<file path="src/rtl/npu_instgen_pkg.sv">
// Shared types for the tiled CONV instruction generator:
// FSM states, latched command, emitted instruction, address helper.
package npu_instgen_pkg;

  localparam int ADDR_W_P  = 32;
  localparam int DATA_W_P  = 32;
  localparam int FRAM_AW_P = 12;
  localparam int KRAM_AW_P = 12;

  typedef enum logic [1:0] {
    IDLE,
    INIT,
    EXEC,
    DONE
  } state_e;

  typedef struct packed {
    logic [FRAM_AW_P-1:0] feature_addr;
    logic [KRAM_AW_P-1:0] kernel_addr;
    logic [DATA_W_P-1:0]  chout;
    logic [DATA_W_P-1:0]  chin;
    logic [DATA_W_P-1:0]  width;
    logic [DATA_W_P-1:0]  height;
    logic [7:0]           ksizeh;
    logic [7:0]           ksizew;
    logic                 has_bias;
    logic                 has_relu;
    logic [FRAM_AW_P-1:0] wb_addr;
    logic [DATA_W_P-1:0]  wb_ch_offset;
    logic                 last;
  } conv_inst_t;

  typedef struct packed {
    logic [FRAM_AW_P-1:0] fbase;
    logic [KRAM_AW_P-1:0] kbase;
    logic [KRAM_AW_P-1:0] ktw;
    logic [DATA_W_P-1:0]  fw;
    logic [DATA_W_P-1:0]  fh;
    logic [DATA_W_P-1:0]  chin;
    logic [DATA_W_P-1:0]  chout;
    logic [7:0]           ksh;
    logic [7:0]           ksw;
    logic [7:0]           sx;
    logic [7:0]           sy;
    logic                 bias;
    logic                 relu;
    logic [FRAM_AW_P-1:0] wbbase;
    logic [DATA_W_P-1:0]  ow;
    logic [DATA_W_P-1:0]  oh;
  } conv_cmd_t;

  // Byte address to word address; callers truncate to their BRAM width.
  function automatic logic [ADDR_W_P-1:0] byte2word(
    input logic [ADDR_W_P-1:0] a
  );
    return a >> 2;
  endfunction

endpackage

</file>
<file path="src/rtl/conv_instgen_tiled_if.sv">
// Registered instruction port between the CONV generator and the decoder.
// master drives the instruction bundle, slave returns decoder_ready.
interface conv_instgen_tiled_if #(
  parameter int DATA_W  = 32,
  parameter int FRAM_AW = 12,
  parameter int KRAM_AW = 12
);

  logic [FRAM_AW-1:0] inst_feature_addr;
  logic [KRAM_AW-1:0] inst_kernel_addr;
  logic [DATA_W-1:0]  inst_chout;
  logic [DATA_W-1:0]  inst_chin;
  logic [DATA_W-1:0]  inst_width;
  logic [DATA_W-1:0]  inst_height;
  logic [7:0]         inst_ksizeh;
  logic [7:0]         inst_ksizew;
  logic               inst_has_bias;
  logic               inst_has_relu;
  logic [FRAM_AW-1:0] inst_wb_addr;
  logic [DATA_W-1:0]  inst_wb_ch_offset;
  logic               inst_last;
  logic               inst_valid;
  logic               decoder_ready;

  modport master (
    output inst_feature_addr, inst_kernel_addr,
    output inst_chout, inst_chin, inst_width, inst_height,
    output inst_ksizeh, inst_ksizew,
    output inst_has_bias, inst_has_relu,
    output inst_wb_addr, inst_wb_ch_offset,
    output inst_last, inst_valid,
    input  decoder_ready
  );

  modport slave (
    input  inst_feature_addr, inst_kernel_addr,
    input  inst_chout, inst_chin, inst_width, inst_height,
    input  inst_ksizeh, inst_ksizew,
    input  inst_has_bias, inst_has_relu,
    input  inst_wb_addr, inst_wb_ch_offset,
    input  inst_last, inst_valid,
    output decoder_ready
  );

endinterface

</file>
<file path="src/rtl/conv_instgen_cnt.sv">
// Nested tile/ox/oy iteration counters, tile fastest then ox then oy.
// step advances one position; last flags the final (tile, ox, oy).
module conv_instgen_cnt #(
  parameter int DATA_W = 32
) (
  input  logic              clk,
  input  logic              rst,
  input  logic              clr,
  input  logic              step,
  input  logic [DATA_W-1:0] ntiles,
  input  logic [DATA_W-1:0] ow,
  input  logic [DATA_W-1:0] oh,
  output logic [DATA_W-1:0] tile,
  output logic [DATA_W-1:0] ox,
  output logic [DATA_W-1:0] oy,
  output logic              last
);

  localparam logic [DATA_W-1:0] ONE = DATA_W'(1);

  logic [DATA_W-1:0] tile_q, tile_d;
  logic [DATA_W-1:0] ox_q, ox_d;
  logic [DATA_W-1:0] oy_q, oy_d;
  logic tile_end, ox_end, oy_end;

  assign tile_end = (tile_q == ntiles - ONE);
  assign ox_end   = (ox_q == ow - ONE);
  assign oy_end   = (oy_q == oh - ONE);
  assign last     = tile_end && ox_end && oy_end;

  always_comb begin
    tile_d = tile_q;
    ox_d   = ox_q;
    oy_d   = oy_q;
    if (clr) begin
      tile_d = '0;
      ox_d   = '0;
      oy_d   = '0;
    end else if (step) begin
      if (!tile_end) begin
        tile_d = tile_q + ONE;
      end else begin
        tile_d = '0;
        if (!ox_end) begin
          ox_d = ox_q + ONE;
        end else begin
          ox_d = '0;
          oy_d = oy_end ? '0 : oy_q + ONE;
        end
      end
    end
  end

  always_ff @(posedge clk) begin
    if (rst) begin
      tile_q <= '0;
      ox_q   <= '0;
      oy_q   <= '0;
    end else begin
      tile_q <= tile_d;
      ox_q   <= ox_d;
      oy_q   <= oy_d;
    end
  end

  assign tile = tile_q;
  assign ox   = ox_q;
  assign oy   = oy_q;

endmodule

</file>
<file path="src/rtl/conv_instgen_tiled.sv">
// Tiled CONV instruction generator: one instruction per (pixel, ch tile).
// INSTGEN_PERF_CNT_EN adds handshake and stall counters.
module conv_instgen_tiled
  import npu_instgen_pkg::*;
#(
  parameter int ADDR_W  = ADDR_W_P,
  parameter int DATA_W  = DATA_W_P,
  parameter int FRAM_AW = FRAM_AW_P,
  parameter int KRAM_AW = KRAM_AW_P,
  parameter int CH_TILE = 8
) (
  input  logic               clk,
  input  logic               rst,
  input  logic [ADDR_W-1:0]  feature_baseaddr,
  input  logic [ADDR_W-1:0]  kernel_baseaddr,
  input  logic [KRAM_AW-1:0] kernel_tile_words,
  input  logic [DATA_W-1:0]  feature_width,
  input  logic [DATA_W-1:0]  feature_height,
  input  logic [DATA_W-1:0]  feature_chin,
  input  logic [DATA_W-1:0]  feature_chout,
  input  logic [7:0]         kernel_sizeh,
  input  logic [7:0]         kernel_sizew,
  input  logic [7:0]         stride_x,
  input  logic [7:0]         stride_y,
  input  logic               has_bias,
  input  logic               has_relu,
  input  logic [ADDR_W-1:0]  output_baseaddr,
  input  logic [DATA_W-1:0]  output_width,
  input  logic [DATA_W-1:0]  output_height,
  input  logic               csrcmd_valid,
  output logic               instgen_ready,
  conv_instgen_tiled_if.master inst_o,
`ifdef INSTGEN_PERF_CNT_EN
  output logic [DATA_W-1:0]  perf_inst_cnt,
  output logic [DATA_W-1:0]  perf_stall_cnt,
`endif
  output logic               compute_done
);

  localparam int TSH = $clog2(CH_TILE);
  localparam logic [DATA_W-1:0] ONE   = DATA_W'(1);
  localparam logic [DATA_W-1:0] TMASK = DATA_W'(CH_TILE - 1);
  localparam logic [DATA_W-1:0] TILE  = DATA_W'(CH_TILE);

  state_e            state_q, state_d;
  conv_cmd_t         cmd_q, cmd_d;
  conv_inst_t        inst_q, inst_d, cur;
  logic              valid_q, valid_d;
  logic [DATA_W-1:0] plane_q, plane_d;
  logic [DATA_W-1:0] ntiles_q, ntiles_d;
  logic [DATA_W-1:0] lastch_q, lastch_d;
  logic [DATA_W-1:0] ntiles_c;
  logic [DATA_W-1:0] tile, ox, oy;
  logic              cnt_clr, cnt_step, cnt_last;
  logic              hs, zero_shape;

  assign hs = valid_q && inst_o.decoder_ready;

  assign ntiles_c = (cmd_q.chout >> TSH)
                  + ((|(cmd_q.chout & TMASK)) ? ONE : '0);

  assign zero_shape = (cmd_q.ow == '0) || (cmd_q.oh == '0)
                   || (cmd_q.chout == '0);

  conv_instgen_cnt #(
    .DATA_W (DATA_W)
  ) u_cnt (
    .clk    (clk),
    .rst    (rst),
    .clr    (cnt_clr),
    .step   (cnt_step),
    .ntiles (ntiles_q),
    .ow     (cmd_q.ow),
    .oh     (cmd_q.oh),
    .tile   (tile),
    .ox     (ox),
    .oy     (oy),
    .last   (cnt_last)
  );

  // Instruction for the current counter position, all modulo field width.
  always_comb begin
    cur = '0;
    cur.feature_addr = cmd_q.fbase + FRAM_AW'(
      oy * DATA_W'(cmd_q.sy) * cmd_q.fw + ox * DATA_W'(cmd_q.sx));
    cur.kernel_addr  = cmd_q.kbase + KRAM_AW'(tile) * cmd_q.ktw;
    cur.chout        = (tile == ntiles_q - ONE) ? lastch_q : TILE;
    cur.chin         = cmd_q.chin;
    cur.width        = cmd_q.fw;
    cur.height       = cmd_q.fh;
    cur.ksizeh       = cmd_q.ksh;
    cur.ksizew       = cmd_q.ksw;
    cur.has_bias     = cmd_q.bias;
    cur.has_relu     = cmd_q.relu;
    cur.wb_addr      = cmd_q.wbbase + FRAM_AW'(
      ((tile << TSH) * plane_q) + oy * cmd_q.ow + ox);
    cur.wb_ch_offset = plane_q;
    cur.last         = cnt_last;
  end

  always_comb begin
    state_d  = state_q;
    cmd_d    = cmd_q;
    inst_d   = inst_q;
    valid_d  = valid_q;
    plane_d  = plane_q;
    ntiles_d = ntiles_q;
    lastch_d = lastch_q;
    cnt_clr  = 1'b0;
    cnt_step = 1'b0;
    unique case (state_q)
      IDLE: begin
        if (csrcmd_valid) begin
          cmd_d.fbase  = FRAM_AW'(byte2word(feature_baseaddr));
          cmd_d.kbase  = KRAM_AW'(byte2word(kernel_baseaddr));
          cmd_d.ktw    = kernel_tile_words;
          cmd_d.fw     = feature_width;
          cmd_d.fh     = feature_height;
          cmd_d.chin   = feature_chin;
          cmd_d.chout  = feature_chout;
          cmd_d.ksh    = kernel_sizeh;
          cmd_d.ksw    = kernel_sizew;
          cmd_d.sx     = (stride_x == 8'd0) ? 8'd1 : stride_x;
          cmd_d.sy     = (stride_y == 8'd0) ? 8'd1 : stride_y;
          cmd_d.bias   = has_bias;
          cmd_d.relu   = has_relu;
          cmd_d.wbbase = FRAM_AW'(byte2word(output_baseaddr));
          cmd_d.ow     = output_width;
          cmd_d.oh     = output_height;
          state_d      = INIT;
        end
      end
      INIT: begin
        plane_d  = cmd_q.ow * cmd_q.oh;
        ntiles_d = ntiles_c;
        lastch_d = cmd_q.chout - ((ntiles_c - ONE) << TSH);
        cnt_clr  = 1'b1;
        state_d  = zero_shape ? DONE : EXEC;
      end
      EXEC: begin
        // Counters run one position ahead of the output register.
        if (hs && inst_q.last) begin
          valid_d = 1'b0;
          state_d = DONE;
        end else if (!valid_q || inst_o.decoder_ready) begin
          inst_d   = cur;
          valid_d  = 1'b1;
          cnt_step = 1'b1;
        end
      end
      DONE: begin
        state_d = IDLE;
      end
    endcase
  end

  always_ff @(posedge clk) begin
    if (rst) begin
      state_q  <= IDLE;
      cmd_q    <= '0;
      inst_q   <= '0;
      valid_q  <= 1'b0;
      plane_q  <= '0;
      ntiles_q <= '0;
      lastch_q <= '0;
    end else begin
      state_q  <= state_d;
      cmd_q    <= cmd_d;
      inst_q   <= inst_d;
      valid_q  <= valid_d;
      plane_q  <= plane_d;
      ntiles_q <= ntiles_d;
      lastch_q <= lastch_d;
    end
  end

  assign instgen_ready = (state_q == IDLE);
  assign compute_done  = (state_q == DONE);

  assign inst_o.inst_feature_addr = inst_q.feature_addr;
  assign inst_o.inst_kernel_addr  = inst_q.kernel_addr;
  assign inst_o.inst_chout        = inst_q.chout;
  assign inst_o.inst_chin         = inst_q.chin;
  assign inst_o.inst_width        = inst_q.width;
  assign inst_o.inst_height       = inst_q.height;
  assign inst_o.inst_ksizeh       = inst_q.ksizeh;
  assign inst_o.inst_ksizew       = inst_q.ksizew;
  assign inst_o.inst_has_bias     = inst_q.has_bias;
  assign inst_o.inst_has_relu     = inst_q.has_relu;
  assign inst_o.inst_wb_addr      = inst_q.wb_addr;
  assign inst_o.inst_wb_ch_offset = inst_q.wb_ch_offset;
  assign inst_o.inst_last         = inst_q.last;
  assign inst_o.inst_valid        = valid_q;

`ifdef INSTGEN_PERF_CNT_EN
  logic [DATA_W-1:0] pinst_q, pinst_d;
  logic [DATA_W-1:0] pstall_q, pstall_d;

  always_comb begin
    pinst_d  = pinst_q;
    pstall_d = pstall_q;
    if (state_q == INIT) begin
      pinst_d  = '0;
      pstall_d = '0;
    end else if (state_q == EXEC) begin
      if (hs && !(&pinst_q))
        pinst_d = pinst_q + ONE;
      if (valid_q && !inst_o.decoder_ready && !(&pstall_q))
        pstall_d = pstall_q + ONE;
    end
  end

  always_ff @(posedge clk) begin
    if (rst) begin
      pinst_q  <= '0;
      pstall_q <= '0;
    end else begin
      pinst_q  <= pinst_d;
      pstall_q <= pstall_d;
    end
  end

  assign perf_inst_cnt  = pinst_q;
  assign perf_stall_cnt = pstall_q;
`endif

endmodule
</file>
<file path="src/flat_wrapper.sv">
// flat-port wrapper written by rule: the top's interface ports become plain ports
module conv_instgen_tiled_flat import npu_instgen_pkg::*;
#(
  parameter int ADDR_W  = ADDR_W_P,
  parameter int DATA_W  = DATA_W_P,
  parameter int FRAM_AW = FRAM_AW_P,
  parameter int KRAM_AW = KRAM_AW_P,
  parameter int CH_TILE = 8
)
  (clk, rst, feature_baseaddr, kernel_baseaddr, kernel_tile_words, feature_width, feature_height, feature_chin, feature_chout, kernel_sizeh, kernel_sizew, stride_x, stride_y, has_bias, has_relu, output_baseaddr, output_width, output_height, csrcmd_valid, instgen_ready, compute_done, inst_o_inst_feature_addr, inst_o_inst_kernel_addr, inst_o_inst_chout, inst_o_inst_chin, inst_o_inst_width, inst_o_inst_height, inst_o_inst_ksizeh, inst_o_inst_ksizew, inst_o_inst_has_bias, inst_o_inst_has_relu, inst_o_inst_wb_addr, inst_o_inst_wb_ch_offset, inst_o_inst_last, inst_o_inst_valid, inst_o_decoder_ready);
  conv_instgen_tiled_if #(.DATA_W(DATA_W), .FRAM_AW(FRAM_AW), .KRAM_AW(KRAM_AW)) inst_o_i ();
  input  logic clk;
  input  logic rst;
  input  logic [ADDR_W-1:0] feature_baseaddr;
  input  logic [ADDR_W-1:0] kernel_baseaddr;
  input  logic [KRAM_AW-1:0] kernel_tile_words;
  input  logic [DATA_W-1:0] feature_width;
  input  logic [DATA_W-1:0] feature_height;
  input  logic [DATA_W-1:0] feature_chin;
  input  logic [DATA_W-1:0] feature_chout;
  input  logic [7:0] kernel_sizeh;
  input  logic [7:0] kernel_sizew;
  input  logic [7:0] stride_x;
  input  logic [7:0] stride_y;
  input  logic has_bias;
  input  logic has_relu;
  input  logic [ADDR_W-1:0] output_baseaddr;
  input  logic [DATA_W-1:0] output_width;
  input  logic [DATA_W-1:0] output_height;
  input  logic csrcmd_valid;
  output logic instgen_ready;
  output logic compute_done;
  output wire logic [$bits(inst_o_i.inst_feature_addr)-1:0] inst_o_inst_feature_addr;
  output wire logic [$bits(inst_o_i.inst_kernel_addr)-1:0] inst_o_inst_kernel_addr;
  output wire logic [$bits(inst_o_i.inst_chout)-1:0] inst_o_inst_chout;
  output wire logic [$bits(inst_o_i.inst_chin)-1:0] inst_o_inst_chin;
  output wire logic [$bits(inst_o_i.inst_width)-1:0] inst_o_inst_width;
  output wire logic [$bits(inst_o_i.inst_height)-1:0] inst_o_inst_height;
  output wire logic [$bits(inst_o_i.inst_ksizeh)-1:0] inst_o_inst_ksizeh;
  output wire logic [$bits(inst_o_i.inst_ksizew)-1:0] inst_o_inst_ksizew;
  output wire logic [$bits(inst_o_i.inst_has_bias)-1:0] inst_o_inst_has_bias;
  output wire logic [$bits(inst_o_i.inst_has_relu)-1:0] inst_o_inst_has_relu;
  output wire logic [$bits(inst_o_i.inst_wb_addr)-1:0] inst_o_inst_wb_addr;
  output wire logic [$bits(inst_o_i.inst_wb_ch_offset)-1:0] inst_o_inst_wb_ch_offset;
  output wire logic [$bits(inst_o_i.inst_last)-1:0] inst_o_inst_last;
  output wire logic [$bits(inst_o_i.inst_valid)-1:0] inst_o_inst_valid;
  input wire logic [$bits(inst_o_i.decoder_ready)-1:0] inst_o_decoder_ready;
  assign inst_o_inst_feature_addr = inst_o_i.inst_feature_addr;
  assign inst_o_inst_kernel_addr = inst_o_i.inst_kernel_addr;
  assign inst_o_inst_chout = inst_o_i.inst_chout;
  assign inst_o_inst_chin = inst_o_i.inst_chin;
  assign inst_o_inst_width = inst_o_i.inst_width;
  assign inst_o_inst_height = inst_o_i.inst_height;
  assign inst_o_inst_ksizeh = inst_o_i.inst_ksizeh;
  assign inst_o_inst_ksizew = inst_o_i.inst_ksizew;
  assign inst_o_inst_has_bias = inst_o_i.inst_has_bias;
  assign inst_o_inst_has_relu = inst_o_i.inst_has_relu;
  assign inst_o_inst_wb_addr = inst_o_i.inst_wb_addr;
  assign inst_o_inst_wb_ch_offset = inst_o_i.inst_wb_ch_offset;
  assign inst_o_inst_last = inst_o_i.inst_last;
  assign inst_o_inst_valid = inst_o_i.inst_valid;
  assign inst_o_i.decoder_ready = inst_o_decoder_ready;
  conv_instgen_tiled #(.ADDR_W(ADDR_W), .DATA_W(DATA_W), .FRAM_AW(FRAM_AW), .KRAM_AW(KRAM_AW), .CH_TILE(CH_TILE)) u_core (.clk(clk), .rst(rst), .feature_baseaddr(feature_baseaddr), .kernel_baseaddr(kernel_baseaddr), .kernel_tile_words(kernel_tile_words), .feature_width(feature_width), .feature_height(feature_height), .feature_chin(feature_chin), .feature_chout(feature_chout), .kernel_sizeh(kernel_sizeh), .kernel_sizew(kernel_sizew), .stride_x(stride_x), .stride_y(stride_y), .has_bias(has_bias), .has_relu(has_relu), .output_baseaddr(output_baseaddr), .output_width(output_width), .output_height(output_height), .csrcmd_valid(csrcmd_valid), .instgen_ready(instgen_ready), .inst_o(inst_o_i), .compute_done(compute_done));
endmodule
</file>
<file path="config.mk">
export PLATFORM = sky130hd
export DESIGN_NAME = conv_instgen_tiled_flat
export DESIGN_NICKNAME = d
export VERILOG_FILES = /design/src/rtl/npu_instgen_pkg.sv /design/src/rtl/conv_instgen_tiled_if.sv /design/src/rtl/conv_instgen_cnt.sv /design/src/rtl/conv_instgen_tiled.sv /design/src/flat_wrapper.sv
export SDC_FILE = /design/constraint.sdc
export NUM_CORES = 2
export LEC_CHECK = 0
export ABC_AREA = 1
export CORE_AREA = 3 3 374 376
export CTS_CLUSTER_DIAMETER = 40
export DETAILED_ROUTE_END_ITERATION = 10
export DIE_AREA = 0 0 377 379
export GPL_TIMING_DRIVEN = 0
export PLACE_DENSITY = 0.63
export SLEW_MARGIN = 10
export SYNTH_ARGS = -nofsm -noshare
export SYNTH_HDL_FRONTEND = slang
export SYNTH_SLANG_ARGS = --single-unit
</file>
<file path="constraint.sdc">
create_clock -name clk -period 9.97 [get_ports clk]
set_input_delay 2.991 -clock clk [delete_from_list [all_inputs] [get_ports clk]]
set_output_delay 2.991 -clock clk [all_outputs]
set_load 0.01 [all_outputs]
</file>
Word level (Yosys, flattened, before mapping)
Cells that the tools add are included.
{ "classes": {"eq_ne": 8, "bitwise_logic": 1, "mux": 17, "multipliers": 7, "reduce_logical": 23, "n_addsub": 15} }
{ "op_table": {"columns": ["cell", "count"], "rows": [
  ["32-bit two-way mux", 4],
  ["32-bit by 1-bit adder with 32-bit output (second input constant)", 3],
  ["32-bit == test", 3],
  ["32-bit logical NOT", 3],
  ["32-bit by 1-bit subtractor with 32-bit output (second input constant)", 3],
  ["12-bit adder", 6],
  ["32-bit by 32-bit multiplier with 12-bit output", 2],
  ["29-bit by 32-bit multiplier with 9-bit output", 1],
  ["32-bit by 32-bit multiplier with 32-bit output", 1],
  ["32-bit by 8-bit multiplier with 12-bit output", 1],
  ["32-bit by 8-bit multiplier with 32-bit output", 1],
  ["32-bit subtractor", 1],
  ["29-bit by 1-bit adder with 30-bit output", 1],
  ["29-bit by 1-bit subtractor with 29-bit output (second input constant)", 1],
  ["8-bit logical NOT", 2],
  ["8-bit two-way mux", 2],
  ["12-bit by 12-bit multiplier with 12-bit output", 1],
  ["1-bit two-way mux", 8],
  ["2-bit case mux with 4 select lines", 1],
  ["2-bit AND reduction", 4],
  ["3-bit AND reduction", 2],
  ["2-bit == test (second input constant)", 2],
  ["1-bit logical AND", 4],
  ["2-bit two-way mux", 2],
  ["other kinds (10)", 12]
]} }
{ "word_totals": {"regBits": 684, "inputBits": 338} }

Longest topological paths before layout
{ "depth": {"word_depth": 6, "ltp_mapped": 45, "depth_no_buf": 43} }

By module
Synthesis repeated with hierarchy kept, for this count alone.
{ "hier_totals": {"hier_cells": 9334, "hier_area_um2": 65446.5} }
{ "modules_own_cells": {"columns": ["module", "cells_each", "instances", "area_each_um2"], "rows": [
  ["conv_instgen_tiled", 7238, 1, 54036.8],
  ["conv_instgen_cnt", 2096, 1, 11409.7]
]} }

Worst setup path before layout
No wires, ideal clock.
{ "synth_path": {"kind": "reg-to-reg", "startpoint": "register u_core.u_cnt.oy_q[3] (netlist: u_core.u_cnt.oy[3])", "endpoint": "register u_core.inst_q (netlist bit u_core.inst_o.inst_feature_addr[11])", "path_slack_ns": 1.326, "n_path_buf": 2, "arrival_time_ns": 8.574, "t_required_ns": 9.900, "period_less_slack_ns": 8.644, "stages_incl_launch_ff": 38, "path_cell_list": "dfxtp_1 clkbuf_1 buf_1 nand2_1 fa_1 inv_1 fa_1 inv_1 fa_1 fa_1 inv_1 ha_1 a21oi_1 o31ai_1 or2_2 nand2_1 nor2_1 fa_1 [... 2 more ...] fa_1 inv_1 fa_1 inv_1 fa_1 inv_1 fa_1 fa_1 ha_1 nand2_1 nor2_1 nand3_1 o2111ai_1 xnor2_1 inv_1 nand3_1 nand2_1 a21oi_1"} }
{ "synth_via": {"elab_chain_len": 4} }
{ "synth_lines": {"columns": ["item", "line", "source"], "rows": [
  ["start, declared", "conv_instgen_cnt.sv:23", "logic [DATA_W-1:0] oy_q, oy_d;"],
  ["start signal, assigned", "conv_instgen_cnt.sv:62", "oy_q <= oy_d;"],
  ["32-bit by 8-bit multiplier with 32-bit output", "conv_instgen_tiled.sv:85", "oy * DATA_W'(cmd_q.sy) * cmd_q.fw + ox * DATA_W'(cmd_q.sx));"],
  ["32-bit by 32-bit multiplier with 12-bit output", "conv_instgen_tiled.sv:85", null],
  ["12-bit adder", "conv_instgen_tiled.sv:85", null],
  ["12-bit adder", "conv_instgen_tiled.sv:84", "cur.feature_addr = cmd_q.fbase + FRAM_AW'("],
  ["end signal, assigned", "conv_instgen_tiled.sv:169", "inst_q <= inst_d;"],
  ["end, declared", "conv_instgen_tiled.sv:47", "conv_inst_t inst_q, inst_d, cur;"]
]} }
No other way between the ends.
A chain may end at the register's enable or synchronous reset.

Final worst setup path
Same ends and word-level chain as after synthesis.

==> reports/metrics.cfg <==
[logic_synthesis]
yosysTopAreaCell=dfxtp_1
synth_top_area_share_pct=22.20
synth-seq-cells=682
synth_area_mm2=0.06149
syn_inst=8397
synth.avg_cell_area_um2=7.323
synthesis.nets=9741
synth-warning-count=0
async_flop_share_pct=0
synth-edff-count=0
synth_ff_type=dfxtp_1
yosysUniqueCellTypes=63
synthTopCellsByArea=dfxtp_1 (22%), fa_1 (22%), nand2_1 (9.9%), inv_1 (9.4%), nor2_1 (7.1%)
yosysSeqAreaShare_pct=22.20

[clock_tree]
cts_max_level=3
cts.sinks=682
cts_tree=done
clk_path_buf_depth=3
clk_latency_ns=0.78
path_clk_slew_ns=0.06
cts-root-buf=clkbuf_16
cts_made_buffers=119

[worst_setup_path]
cpMostUsedCell=fa_1
critPathKind=flop to flop
worstPathRequired_ns=10.66
cpMaxStageDelayCell=fa_1
slowest_delay_ns=0.56
end_kind=flop
crit_buf_inv=10
cp.arrival_ns=10.28
critPathTopFamily=adder cells
crit_fanout=10
cp-start-kind=flop

[place]
dp_hpwl_mm=189.0
placed_area_mm2=0.06870
place.gp.congestion=0.9897
pre_cts_slack_ns=-0.1614
port_buffers=494

[routing]
ant_nets=0
wl_per_cell_um=21.37
drc=0
num_vias=56850
drt-vias-per-instance=5.208
drt_first_iter_violations=4906
postRouteWirelength_mm=233.3
dr.pass1.iters=6

[floorplan]
die_x_um=377
start_util_pct=44.84
rows=136
dieArea_mm2=0.1429
io_pins=556
coreArea_mm2=0.1372
die_y_um=379

[grt]
antenna_found_initial=23
grt_max_degree=21
first_global_vias=56540
overflow=0
grt_pass1_wl_mm=349.5
grt_use_total_pct=32.55

[sta]
hold_ws_ns=0.4481
setup_viol=0
rsz0062_at_grt=no
worst_slew_pin_slew_ns=1.410
fmax_mhz=104.2
slew-limit-headroom_pct=6.000
fin_crit_sh_pct=96.27
finalClockSkew_ns=0.08683
period_minus_slack_ns=9.598
layout_setup_ws_ns=0.3720
hold_violations=0
drv_slew=0

[finish]
syn2layout_area_growth_pct=18.54
fin_area_mm2=0.07289
nets=10350
final_util_pct=53.15
drive_gt1_share_pct=3.753
fillers=13420

[power_and_ir_drop]
pwr_density_cell_mw_per_mm2=261.3
vdd_drop_max_uv=212.6
p_leak_nw=34.46
power.total_mw=19.04

[flow_run]
maxCapViolCount=0

[outcome]
outcome=completed

[hold_path]
hold_class=flop to flop

-- state kept, by name, indices dropped and copies added (netlist names) --
name                             cells
u_core.inst_o.inst_kernel_addr      12
u_core.ntiles_q                     30
u_core.inst_o.inst_has_relu          1
u_core.inst_o.inst_chin             32
u_core.inst_o.inst_chout            32
u_core.inst_o.inst_wb_addr          12
u_core.cmd_q                       274
u_core.inst_o.inst_height           32
u_core.lastch_q                     32
u_core.u_cnt.tile                   32
u_core.inst_o.inst_width            32
u_core.u_cnt.ox                     32
u_core.inst_o.inst_feature_addr     12
u_core.inst_o.inst_ksizeh            8
u_core.plane_q                      32
u_core.inst_o.inst_ksizew            8
u_core.inst_o.inst_valid             1
u_core.inst_o.inst_wb_ch_offset     32
u_core.state_q                       2
u_core.inst_o.inst_has_bias          1
u_core.u_cnt.oy                     32
u_core.inst_o.inst_last              1
-- synthesized netlist by cell type (all sizes together) (10+ instances only) --
cell	n
xnor2	171
nand2	1628
o21bai	11
nor2	1176
nor3	108
o21ai	588
ha	332
clkbuf	342
or2	18
nand3	187
dfxtp	682
nand4	77
buf	100
a21oi	308
xor2	303
nor4	29
inv	1538
fa	674
o211ai	10
nand3b	40
-- worst paths after layout --
kind,end,depth (start not counted),startpoint,slack [ns]
max,u_core.inst_o.inst_feature_addr[11],37,u_core.u_cnt.oy[3],0.37
min,u_core.plane_q[13],2,u_core.plane_q[13],0.45
max reg2reg,u_core.inst_o.inst_feature_addr[11],37,u_core.u_cnt.oy[3],0.37
min reg2reg,u_core.plane_q[13],2,u_core.plane_q[13],0.45
-- per-stage QoR --
| stage | setup TNS (ns) | instances |
|---|---|---|
| after floorplan | 0 | 8397 |
| after global placement | -0.1103 | 10690 |
| after detailed placement | -0.1614 | 10690 |
| after CTS | 0 | 10910 |
| after global routing | 0 | 10910 |
| final | 0 | 10920 |
-- area by class of cell --
type / count / area (um2) / share of cell area [%]
Antenna cell: 9 / 22.52 / 0.03090
Buffer: 438 / 1745 / 2.394
Clock buffer: 135 / 3098 / 4.250
Clock inverter: 89 / 1056 / 1.449
Inverter: 1543 / 5792 / 7.945
Multi-Input combinational cell: 5730 / 40320 / 55.31
Sequential cell: 682 / 13660 / 18.73
Tap cell: 1794 / 2245 / 3.079
Timing Repair Buffer: 496 / 4964 / 6.809
-- layer usage --
layer / up-vias / global-route usage (%) / wire [um]
met2: 2433 / 52.38 / 104700
met4: 16 / 12.28 / 9682
met3: 456 / 6.407 / 21140
li1: 26640 / - / -
met5: - / 0 / 112
met1: 27310 / 43.30 / 97650
-- where the power goes --
part           total, mW  leakage, nW  internal (mW)  switching, mW
Combinational       11.0         26.9           3.71           7.24
Clock               4.20         1.98           2.53           1.67
Sequential          3.89         5.59           3.38          0.513
Total               19.0         34.5           9.62           9.42
-- cells by family (layout without fill, tap and decap cells) --
group / count (synthesis) / count (layout) / synth area share (%)
DFF: 682 / 682 / 22.20
AOI/OAI and AO/OA: 965 / 965 / 8.159
and+or+nand+nor: 3283 / 3283 / 21.86
xor gates and xnor gates: 476 / 476 / 6.839
adders and majority gates: 1006 / 1006 / 28.70
buffers and inverters: 1985 / 2701 / 12.24
other: 0 / 9 / 0
-- worst reg2reg max path: cells and delay by family (launching register included) --
kind                     cells  cell delay, ns
XOR/XNOR                     1            0.19
AO/OA/AOI/OAI                4            0.71
AND/OR/NAND/NOR              9            1.19
flip-flops                   1            0.37
adder cells (fa/ha/maj)     13            6.04
buffers and inverters       10            1.08
-- cell usage in the layout, fill, tap and decap left out, drive strengths merged, types with 3 or more instances in the layout --
cell type / count
a211oi: 5
a21o: 8
a21oi: 308
a22o: 6
a31oi: 3
and3: 5
buf: 98
bufinv: 9
clkbuf: 477
clkdlybuf4s50: 494
clkinv: 39
clkinvlp: 17
dfxtp: 682
diode: 9
fa: 674
ha: 332
inv: 1567
nand2: 1628
nand3: 187
nand3b: 40
nand4: 77
nor2: 1176
nor3: 108
nor3b: 9
nor4: 29
o2111ai: 3
o211ai: 10
o21ai: 588
o21bai: 11
o22ai: 7
o31ai: 4
or2: 18
xnor2: 171
xor2: 303
-- what timing repair did --
item                                    in CTS  in global routing
buffers inserted                             0                  0
hold buffers                                 0                  0
endpoints found under the setup margin       1                  2
resized for setup                            2                 16
Note: power is estimated with default switching activity, not from simulation.
